### config.mk
export PLATFORM = sky130hd
export DESIGN_NAME = collision_pair_scheduler
export DESIGN_NICKNAME = d
export VERILOG_FILES = /design/src/rtl/collision_pkg.sv /design/src/rtl/pair_index_gen.sv /design/src/rtl/collision_pair_scheduler.sv
export SDC_FILE = /design/constraint.sdc
export NUM_CORES = 1
export LEC_CHECK = 0
export CAP_MARGIN = 20
export CORE_MARGIN = 2
export CORE_UTILIZATION = 45
export CTS_CLUSTER_SIZE = 24
export DETAILED_ROUTE_END_ITERATION = 10
export PLACE_DENSITY_LB_ADDON = 0.15
export SYNTH_ARGS = -nofsm -noshare
export SYNTH_HDL_FRONTEND = slang
export SYNTH_HIERARCHICAL = 1
export SYNTH_SLANG_ARGS = --single-unit
### constraint.sdc
create_clock -name clk -period 6.7 [get_ports clk]
set_clock_uncertainty 0.2 [all_clocks]
set_input_delay 0.67 -clock clk [delete_from_list [all_inputs] [get_ports clk]]
set_output_delay 0.67 -clock clk [all_outputs]
set_load 0.01 [all_outputs]
### src/rtl/collision_pkg.sv
// rtl/collision_pkg.sv - shared types and defaults for the collision pair scheduler
package collision_pkg;

   localparam int COORD_W = 8;

   typedef struct packed {
      logic [COORD_W-1:0] x;
      logic [COORD_W-1:0] y;
      logic [COORD_W-1:0] z;
   } point_t;

   typedef struct packed {
      point_t p;
      point_t q;
   } segment_t;

   typedef enum logic [1:0] {
      LOAD  = 2'd0,
      ISSUE = 2'd1,
      WAIT  = 2'd2,
      FIN   = 2'd3
   } sched_state_t;

endpackage

### src/rtl/pair_index_gen.sv
// rtl/pair_index_gen.sv - i<j pair walker; COLLISION_SKIP_ADJ_EN skips pairs with j == i+1
module pair_index_gen #(
   parameter int DEPTH = 8,
   parameter int IDX_W = $clog2(DEPTH),
   parameter int CNT_W = $clog2(DEPTH + 1)
) (
   input  logic             clk,
   input  logic             reset,
   input  logic             init,
   input  logic             advance,
   input  logic [CNT_W-1:0] count,
   output logic [IDX_W-1:0] i,
   output logic [IDX_W-1:0] j,
   output logic             last,
   output logic             empty
);

`ifdef COLLISION_SKIP_ADJ_EN
   // adjacent segments share an endpoint, so the first useful partner is i+2
   localparam int GAP = 2;
`else
   localparam int GAP = 1;
`endif

   // counters carry CNT_W bits so the post-last advance can wrap harmlessly
   logic [CNT_W-1:0] ii;
   logic [CNT_W-1:0] jj;

   // step j along the row, then move to the next row starting at i+GAP
   always_ff @(posedge clk) begin
      if (reset || init) begin
         ii <= '0;
         jj <= CNT_W'(GAP);
      end else if (advance) begin
         if (jj < count - CNT_W'(1)) begin
            jj <= jj + CNT_W'(1);
         end else begin
            ii <= ii + CNT_W'(1);
            jj <= ii + CNT_W'(1 + GAP);
         end
      end
   end

   assign i     = ii[IDX_W-1:0];
   assign j     = jj[IDX_W-1:0];
   assign last  = (ii == count - CNT_W'(1 + GAP)) && (jj == count - CNT_W'(1));
   assign empty = (count < CNT_W'(GAP + 1));

endmodule

### src/rtl/collision_pair_scheduler.sv
// rtl/collision_pair_scheduler.sv - buffers segments and issues every pair to a collision detector (option: COLLISION_SKIP_ADJ_EN)
module collision_pair_scheduler #(
   parameter int COORD_W = collision_pkg::COORD_W,
   parameter int DEPTH   = 8,
   parameter int IDX_W   = $clog2(DEPTH)
) (
   input  logic                 clk,
   input  logic                 reset,
   input  logic                 seg_valid,
   output logic                 seg_ready,
   input  logic [3*COORD_W-1:0] seg_p,
   input  logic [3*COORD_W-1:0] seg_q,
   input  logic                 start,
   output logic                 busy,
   output logic                 pair_valid,
   input  logic                 pair_ready,
   output logic [3*COORD_W-1:0] pair_p1,
   output logic [3*COORD_W-1:0] pair_q1,
   output logic [3*COORD_W-1:0] pair_p2,
   output logic [3*COORD_W-1:0] pair_q2,
   input  logic                 hit_valid,
   input  logic                 hit,
   output logic                 done,
   output logic                 collision,
   output logic [IDX_W-1:0]     first_a,
   output logic [IDX_W-1:0]     first_b,
   output logic [7:0]           hit_count
);

   import collision_pkg::*;

   localparam int SEG_W = 3 * COORD_W;
   localparam int CNT_W = $clog2(DEPTH + 1);

   logic [SEG_W-1:0] p_mem [DEPTH];
   logic [SEG_W-1:0] q_mem [DEPTH];
   logic [CNT_W-1:0] count;

   sched_state_t state;
   sched_state_t state_nx;

   logic             wr_en;
   logic             init_pairs;
   logic             advance_pairs;
   logic [IDX_W-1:0] idx_i;
   logic [IDX_W-1:0] idx_j;
   logic             pair_last;
   logic             pair_empty;

   pair_index_gen #(
      .DEPTH (DEPTH),
      .IDX_W (IDX_W),
      .CNT_W (CNT_W)
   ) u_index (
      .clk     (clk),
      .reset   (reset),
      .init    (init_pairs),
      .advance (advance_pairs),
      .count   (count),
      .i       (idx_i),
      .j       (idx_j),
      .last    (pair_last),
      .empty   (pair_empty)
   );

   // state register
   always_ff @(posedge clk) begin
      if (reset) begin
         state <= LOAD;
      end else begin
         state <= state_nx;
      end
   end

   // next state and handshake outputs; start wins over a same-cycle segment write
   always_comb begin
      state_nx      = state;
      seg_ready     = 1'b0;
      wr_en         = 1'b0;
      busy          = 1'b0;
      pair_valid    = 1'b0;
      done          = 1'b0;
      init_pairs    = 1'b0;
      advance_pairs = 1'b0;
      case (state)
         LOAD: begin
            seg_ready = (count < CNT_W'(DEPTH)) && !start;
            wr_en     = seg_valid && seg_ready;
            if (start) begin
               init_pairs = 1'b1;
               state_nx   = pair_empty ? FIN : ISSUE;
            end
         end
         ISSUE: begin
            busy       = 1'b1;
            pair_valid = 1'b1;
            if (pair_ready) begin
               state_nx = WAIT;
            end
         end
         WAIT: begin
            busy = 1'b1;
            if (hit_valid) begin
               advance_pairs = 1'b1;
               state_nx      = pair_last ? FIN : ISSUE;
            end
         end
         FIN: begin
            done     = 1'b1;
            state_nx = LOAD;
         end
         default: state_nx = LOAD;
      endcase
   end

   // segment buffer; contents need no reset because count gates every read
   always_ff @(posedge clk) begin
      if (wr_en) begin
         p_mem[count[IDX_W-1:0]] <= seg_p;
         q_mem[count[IDX_W-1:0]] <= seg_q;
      end
   end

   // fill level, emptied once a scan completes
   always_ff @(posedge clk) begin
      if (reset || state == FIN) begin
         count <= '0;
      end else if (wr_en) begin
         count <= count + CNT_W'(1);
      end
   end

   // scan summary: cleared on start, updated on each result in WAIT
   always_ff @(posedge clk) begin
      if (reset || (state == LOAD && start)) begin
         collision <= 1'b0;
         first_a   <= '0;
         first_b   <= '0;
         hit_count <= '0;
      end else if (state == WAIT && hit_valid && hit) begin
         if (hit_count != 8'hFF) begin
            hit_count <= hit_count + 8'd1;
         end
         if (!collision) begin
            collision <= 1'b1;
            first_a   <= idx_i;
            first_b   <= idx_j;
         end
      end
   end

   // pair bus reads zero whenever no pair is being offered
   assign pair_p1 = pair_valid ? p_mem[idx_i] : '0;
   assign pair_q1 = pair_valid ? q_mem[idx_i] : '0;
   assign pair_p2 = pair_valid ? p_mem[idx_j] : '0;
   assign pair_q2 = pair_valid ? q_mem[idx_j] : '0;

endmodule
==> results_dict.tcl <==
set metrics [dict create \
    hold_violations 0 \
    slowest_stage "dfxtp_4" \
    yosysSeqAreaShare_pct 63.91 \
    final_core_util_pct 53.99 \
    synth_area_leader_cell "edfxtp_1" \
    gp_congestion 0.7562 \
    slew_violations 0 \
    syn-num-nets 1033 \
    areaGrowthSynthToFinish_pct 18.97 \
    vias 10610 \
    worstSetupPathType "reg2out" \
    cp-end-kind "primary output" \
    reg2reg_from "state[0]$_SDFFE_PP0P_" \
    fmax_ghz 0.2323 \
    avgSynthCellArea_sq_um 19.70 \
    cts_resized 0 \
    synth_area_sq_um 18950 \
    row_count 75 \
    grt_pass1_wl_um 70470 \
    nets 1198 \
    clock_sinks 413 \
    arrival_ns 3.44 \
    max_cap_violations 0 \
    r2r_setup_slack_ns 3.38 \
    core_area_sq_um 41760 \
    numCtsBuffers 46 \
    hp-start "collision$_SDFFE_PP0P_" \
    hold_depth 2 \
    setup-violations-final 0 \
    status "finished, final reports clean" \
    cts_setup_buffers 0 \
    stdcell_count 1700 \
    grt_max_degree 99 \
    synth.top_cell.area_share_pct 60.85 \
    wl_per_cell_um 27.64 \
    initial_utilization_pct 45.38 \
    hold_end "collision$_SDFFE_PP0P_" \
    synth.most_common_cell "edfxtp_1" \
    drive_gt1_share_pct 25.91 \
    ant_nets 0 \
    holdCritPathClass "reg2reg" \
    worst_slew_pin_slew_ns 0.9451 \
    netlist_top_cells_area "edfxtp_1, mux4_2, a22o_1, dfxtp_1, ha_1" \
    detail_route.first_pass.iterations 5 \
    place_inst 1618 \
    yosys_warnings 6 \
    tritoncts "yes" \
    routed_wl_um 46980 \
    grt_pass1_vias 11110 \
    min_period_over_period_pct 64.26 \
    cts.reportedPaths.clkPinSlew_ns 0.06 \
    htreeDepth 2 \
    die_w_um 209.2 \
    insertion_delay_ns 0.56 \
    fin_crit_ns 4.306 \
    synth_edf_count 384 \
    crit_fanout 44 \
    pwr_density_cell_nw_per_um2 294.1 \
    antenna_found_initial 5 \
    clock-root-buffer "clkbuf_16" \
    drtIter0Drc 812 \
    cts_buffer_depth 3 \
    irDropWorstVdd_v 0.0001922 \
    ys_ff_latch 413 \
    synth_top_flop_cell "edfxtp_1" \
    fin_tns_setup_ns 0 \
    ios 170 \
    numPortBuffers 169 \
    vias_per_cell 6.238 \
    p_leak_nw 7.105 \
    critPathBufInv 2 \
    cp_slowest_stage_delay_ns 0.96 \
    finalPower_mw 6.631 \
    cp_num_cells 4 \
    netlist_instances 962 \
    grt_usage_pct 21.94 \
    layout_setup_ws_ns 2.394 \
    ff2ff_path_depth 7 \
    reg2reg_to "q_mem[3][7]$_DFFE_PP_" \
    synthTopCellsByCount "edfxtp_1, mux4_2, a22o_1" \
    cp_data_required_time_ns 5.83 \
    netlist-cell-type-count 47 \
    ys_async_sr_fraction_pct 0 \
    design.die.area_sq_um 43770 \
    cts_hold_repair.buffers 0 \
    cp_cell_sequence "buf_4, mux4_2, a22o_1, clkdlybuf4s50_1" \
    dp_slack_ns 2.807 \
    gr-total-overflow 0 \
    critPathLaunchType "flip-flop" \
    rsz0062_at_grt "no" \
    path_delay_family "buffers and inverters" \
    dp_hpwl_um 26090 \
    route.detailed.drc 0 \
    fp.dieH_um 209.2 \
    slew_headroom_pct 36.99 \
]
[registers in the layout, summed over array words and instances, names as in the netlist]
name,count
u_index/jj,4
collision,1
u_index/ii,4
state,2
first_b,3
first_a,3
q_mem,192
p_mem,192
hit_count,8
count,4
[stage by stage]
step	instance area (sq um)	hold slack (ns)
after CTS	22540	0.3000
after global routing	22540	0.3357
after detailed placement	21160	0.2888
after floorplan	18950	0.2763
after global placement	21160	0.2691
final	22550	0.2926
[worst min-delay path: cells and delay by family, from the launching register on]
family / cells / cell delay, ns
simple gates: 2 / 0.12
flops: 1 / 0.34
[worst max-delay path by stage]
| stage | start | to |
|---|---|---|
| after floorplan | seg_valid | p_mem[1][0]$_DFFE_PP_ |
| after global placement | start | q_mem[3][6]$_DFFE_PP_ |
| after detailed placement | start | p_mem[3][16]$_DFFE_PP_ |
| after CTS | u_index/ii[0]$_SDFFE_PP0P_ | pair_p1[3] |
| after global routing | u_index/ii[0]$_SDFFE_PP0P_ | pair_q1[9] |
| final | u_index/ii[0]$_SDFFE_PP0P_ | pair_p1[3] |
[cell usage in the layout (no fill, tap or decap), drive strengths merged, types with 3 or more instances in the layout]
master,synthesis,final
and2,5,5
nand3,8,8
xnor2,4,4
nand2b,4,4
edfxtp,384,384
a31oi,4,4
nand4,3,3
dfxtp,29,29
xor2,5,5
clkbuf,30,56
o211ai,7,7
clkinv,0,16
and3,3,3
clkdlybuf4s50,0,169
nor2b,8,8
a211oi,5,5
nor4,4,4
nor2,17,17
nor3,15,15
o21ai,5,5
buf,45,23
inv,11,12
clkinvlp,0,4
a21oi,7,7
nand2,23,23
diode,0,3
ha,16,16
a22o,97,97
mux4,192,192
mux2i,13,13
[final cells by class]
| class | instances | area, sq um |
|---|---|---|
| clock buffer | 56 | 1210 |
| clock inverter | 23 | 170.2 |
| timing repair buffer | 192 | 1889 |
| sequential | 413 | 12130 |
| inverter | 11 | 41.29 |
| tap | 539 | 674.4 |
| multi-input combinational | 463 | 6426 |
| antenna | 3 | 7.507 |
| fill | 3251 | 19210 |
[per-layer routing]
layer  up-vias  share of wire (%)  track usage [%]
met1      5660                 41            29.72
met3        65                6.7            4.659
met4         4                2.3            6.059
li1       4494                  -                -
met5         -              0.060                0
met2       382                 50            36.29
[where the power goes]
| group | leakage, nW | switching, mW | internal, mW |
|---|---|---|---|
| sequential | 3.70 | 0.0547 | 2.89 |
| combinational | 2.74 | 0.679 | 0.673 |
| clock | 0.669 | 0.979 | 1.35 |
[cell families after synthesis]
group           synth area share (%)
simple gates                   2.615
xor+xnor                      0.4159
fa+ha+maj                      1.056
flops                          63.91
compound gates                 5.936
mux                            23.50
buf+inv                        2.562
Power figures use the tool's default switching activity.
==> patch 1 (same settings) <==
`DEPTH` is set to 8 in 2 places; all go to 16.
--- a/src/rtl/pair_index_gen.sv
+++ b/src/rtl/pair_index_gen.sv
@@ -2,3 +2,3 @@
 module pair_index_gen #(
-   parameter int DEPTH = 8,
+   parameter int DEPTH = 16,
    parameter int IDX_W = $clog2(DEPTH),
--- a/src/rtl/collision_pair_scheduler.sv
+++ b/src/rtl/collision_pair_scheduler.sv
@@ -3,3 +3,3 @@
    parameter int COORD_W = collision_pkg::COORD_W,
-   parameter int DEPTH   = 8,
+   parameter int DEPTH   = 16,
    parameter int IDX_W   = $clog2(DEPTH)
Interface: changed (resized first_a and first_b); port bits go from 170 to 172. The function was not compared with the original's and may differ.
==> patch 1 against the original RTL <==
Routed wire length up 140%. Sequential share of layout area up 0.92 points. Area after synthesis up 100%. Core utilization down 2.3 points. Sequential power up 91%. Count of clock-buffer cells in the layout up 59. Sequential cell count up 389. Power up 79%. Final area up 93%. Setup slack worse by 900 ps. Combinational power up 32%. Critical path type unchanged. Critical endpoint is now pair_q2[21]. Largest cell class unchanged. Highest routed layer unchanged.
==> patch 1: results (changes against the original RTL) <==
synth warn 6 (unchanged); # Post-CTS Setup Buffers 0 (unchanged); Tot GR Track Use 0.2529 (was 0.2194); number of distinct library cells after synthesis 54 (was 47); Post-synth ARST share 0 (unchanged); register area share after synthesis 0.6205 (was 0.6391); register clock-pin slew on the reported worst setup and hold paths 50 ps; worst slew pin tran 1212 ps (was 945.1 ps); 1st-iter DRT viols 2001 (was 812); Slowest Stage Delay on Critical Path 710 ps (was 960 ps); maximum vdd drop 193.8 uV (was 192.2 uV); status finished clean (unchanged); initial antenna violation count 5 (unchanged); first-pass GRT wire length 162.7 mm (was 70.47 mm); HP Class reg2reg (unchanged); vias 24430 (was 10610); largest net degree at the start of global routing 89 (was 99); CTS-repair resized insts 0 (unchanged); CP max FO 41 (was 44); Leak 15.60 nW (was 7.105 nW); Initial DRT Pass Iterations 5 (unchanged); H-tree levels 3 (was 2); Port Buffers 171 (was 169); routed len/inst 28.56 um (was 27.64 um); GRT overflow 0 (unchanged); clk root buf clkbuf_16 (unchanged); CTS Buf Count 90 (was 46); dpl hpwl 58.75 mm (was 26.09 mm); clk buf depth 3 (unchanged); clk_lat worst skew 630 ps (was 560 ps); M2 GR Usage 0.4252 (was 0.3629); vias in the first global route 24690 (was 11110); GRT met3 Usage 0.03894 (was 0.04659); Synthesized Nets 2688 (was 1033); met1 GRT Util 0.3398 (was 0.2972); synth cell count leaders 768 x edfxtp_1, 710 x mux2i_1, 322 x a22oi_1 (was 384 x edfxtp_1, 192 x mux4_2, 97 x a22o_1); Worst Path Arrival 4340 ps (was 3440 ps); CP max-delay cell buf_4 (was dfxtp_4); GP Congestion 0.7887 (was 0.7562); share of cells above drive strength 1 0.08587 (was 0.2591); layout net count 2799 (was 1198); leading cell types by total area after synthesis edfxtp_1 60%, mux2i_1 19%, a22oi_1 6.3%, nand2_1 1.9%, mux4_2 1.8% (was edfxtp_1 61%, mux4_2 23%, a22o_1 4.5%, dfxtp_1 3.1%, ha_1 1.1%); Max Cap Viol 0 (unchanged); number of synthesized flops with an enable pin 768 (was 384)
## patch 1: cell count changes after synthesis, sizes merged, moves of 45 or more
cell,change
buf,+86
o22ai,+65
edfxtp,+384
mux2i,+697
o21ai,+64
a22oi,+322
mux4,-161
a22o,-97
clkbuf,+45
nand2,+168
## patch 1: through the flow
stage,instance area (um^2),worst slack (ps),hold slack (ps),utilization,cells
floorplan,38260,1480,280.5,-,2613
global placement,40810,2235,251.5,0.4861,3766
detailed placement,40810,2210,249.3,0.4861,3766
CTS,43410,1527,257.2,0.5171,3929
global route,43420,1421,275.6,0.5171,3931
finish,43420,1495,256.8,0.5172,3932
## patch 1: worst paths after layout
kind	from	endpoint	slack, ps	depth (start not counted)
max	u_index/jj[2]	pair_q2[21]	1490	7
min	first_b[1]	first_b[1]	260	2
max reg2reg	state[0]	p_mem[10][0]	3240	7
min reg2reg	first_b[1]	first_b[1]	260	2
## patch 1: kinds of logic after synthesis
family | count (synthesis) | synth area share
AOI/OAI and AO/OA | 520 | 0.09617
and+or+nand+nor | 286 | 0.03241
buffers and inverters | 221 | 0.03509
adders and majority gates | 20 | 0.006540
DFF | 802 | 0.6205
xor gates and xnor gates | 23 | 0.005265
muxes | 741 | 0.2040
## patch 1: routing by layer
layer | part of all wire | up-vias
met2 | 0.49 | 900
met4 | 0.023 | 4
met1 | 0.42 | 12700
met3 | 0.062 | 179
met5 | 0.00025 | -
li1 | - | 10650
## patch 1: final cells by class
type,count,area [um^2]
antenna,3,7.507
inverter,15,56.30
fill,6989,40540
clock buffer,115,2346
multi-input combinational,1590,13350
sequential,802,23750
clock inverter,48,255.2
tap,1134,1419
timing repair buffer,225,2230
## patch 1: critical path, delay by kind of cell, from the launching register on
family	cells	cell delay [ps]
buffers and inverters	3	1930
AO/OA/AOI/OAI	2	350
AND/OR/NAND/NOR	2	730
flip-flops	1	600
## patch 1: where the power goes
part           switching, W  internal [W]
Sequential        0.0000610       0.00556
Clock               0.00197       0.00247
Combinational       0.00105      0.000731
==> patch 2 (same flow settings) <==
Without the edit above. Register the output `hit_count` once more, cleared by the reset; this adds one clock of latency there. The other outputs are not delayed to match.
--- a/src/rtl/collision_pair_scheduler.sv
+++ b/src/rtl/collision_pair_scheduler.sv
@@ -33,2 +33,4 @@
    localparam int CNT_W = $clog2(DEPTH + 1);
+
+   logic [7:0] hit_count_s0;
 
@@ -138,6 +140,6 @@
          first_b   <= '0;
-         hit_count <= '0;
+         hit_count_s0 <= '0;
       end else if (state == WAIT && hit_valid && hit) begin
-         if (hit_count != 8'hFF) begin
-            hit_count <= hit_count + 8'd1;
+         if (hit_count_s0 != 8'hFF) begin
+            hit_count_s0 <= hit_count_s0 + 8'd1;
          end
@@ -157,2 +159,10 @@
 
+   always_ff @(posedge clk) begin
+      if (reset) begin
+         hit_count <= '0;
+      end else begin
+         hit_count <= hit_count_s0;
+      end
+   end
+
 endmodule
Check against the original RTL: not equivalent (Yosys sat finds a counterexample within 10 cycles, from zero or initial values and one cycle with reset high).
==> patch 2 against the original RTL <==
Count of clock-buffer cells in the layout decreased by 2. Final area grew 0.58%. Synthesized cell count increased by 1.5%. Routed wire length decreased by 1.8%. Power grew 0.37%. Register-to-register slack better by 120 ps. Area after synthesis is 1.1% higher. Sequential cell count grew 8. Setup slack worse by 120 ps. Critical endpoint is now pair_p2[3]. Highest routed layer is now met4.
==> patch 2: results (changes against the original RTL) <==
status finished clean (unchanged); H-tree levels 2 (unchanged); CTS Buf Count 45 (was 46); Initial DRT Pass Iterations 7 (was 5); Via density 6.164 (was 6.238); Max Used Layer met4 (was met5); Synthesized Nets 1047 (was 1033); GP Congestion 0.7564 (was 0.7562); Post-DP Area 21300 um^2 (was 21160 um^2); Final Power 0.006656 W (was 0.006631 W); routed len/inst 27.10 um (was 27.64 um); CP max-delay cell dfxtp_4 (unchanged); first-pass GRT wire length 67.86 mm (was 70.47 mm); internal power 0.004952 W (was 0.004919 W); 1st-iter DRT viols 771 (was 812); dpl hpwl 24.87 mm (was 26.09 mm); number of distinct library cells after synthesis 46 (was 47); vias in the first global route 10860 (was 11110); met3 routed WL 3.258 mm (was 3.135 mm); share of total power in combinational logic 0.195 (was 0.204); Layout fillers 3243 (was 3251); Worst Path Arrival 3550 ps (was 3440 ps); post-synthesis mux area share 0.2319 (was 0.2350); placed cells 1623 (was 1618); synth cell count leaders 384 x edfxtp_1, 192 x mux4_2, 97 x a22o_1 (unchanged); largest net degree at the start of global routing 65 (was 99); met1 wire length 18.76 mm (was 19.31 mm); pre-CTS WS 2846 ps (was 2807 ps); leading cell types by total area after synthesis edfxtp_1 60%, mux4_2 23%, a22o_1 4.4%, dfxtp_1 3.9%, ha_1 1.0% (was edfxtp_1 61%, mux4_2 23%, a22o_1 4.5%, dfxtp_1 3.1%, ha_1 1.1%); routed wl met2 23.31 mm (was 23.44 mm); Mapped Avg Cell Area 19.63 um^2 (was 19.70 um^2); layout net count 1202 (was 1198); relative slew slack 0.2805 (was 0.3699); post-synthesis xor/xnor area fraction 0.003657 (was 0.004160); Tot GR Track Use 0.2109 (was 0.2194); register area share after synthesis 0.6405 (was 0.6391); post-synthesis adder-cell area fraction 0.01045 (was 0.01056); Slowest Stage Delay on Critical Path 1040 ps (was 960 ps); P_seq 0.00302 W (was 0.00295 W); Leak 7.139 nW (was 7.105 nW); Synth Area in Compound Gates 0.05916 (was 0.05936); share of cells above drive strength 1 0.2494 (was 0.2591); initial antenna violation count 1 (was 5); maximum vdd drop 215.1 uV (was 192.2 uV); CP max FO 64 (was 44)
-- patch 2: routing by layer --
layer | track usage | up-vias
li1 | - | 4519
met1 | 0.2795 | 5552
met2 | 0.3576 | 366
met3 | 0.04782 | 60
met4 | 0.04891 | 0
met5 | 0 | -
-- patch 2: area by class of cell --
| type | instances | area [um^2] | area share |
|---|---|---|---|
| flip-flops and latches | 421 | 12290 | 0.5418 |
| multi-input cells | 469 | 6472 | 0.2854 |
| repair buffers | 184 | 1829 | 0.08067 |
| clock buffers | 54 | 1160 | 0.05115 |
| well taps | 539 | 674.4 | 0.02974 |
| clock inverters | 25 | 214.0 | 0.009435 |
| inverters | 10 | 37.54 | 0.001655 |
| diodes | 1 | 2.502 | 0.0001104 |
-- patch 2: final timing paths --
kind                   start           end  slack (ps)  depth (start not counted)
max            u_index/jj[1]    pair_p2[3]        2280                          4
min          hit_count_s0[6]  hit_count[6]         280                          2
max reg2reg         state[0]  p_mem[5][10]        3500                          6
min reg2reg  hit_count_s0[6]  hit_count[6]         280                          2
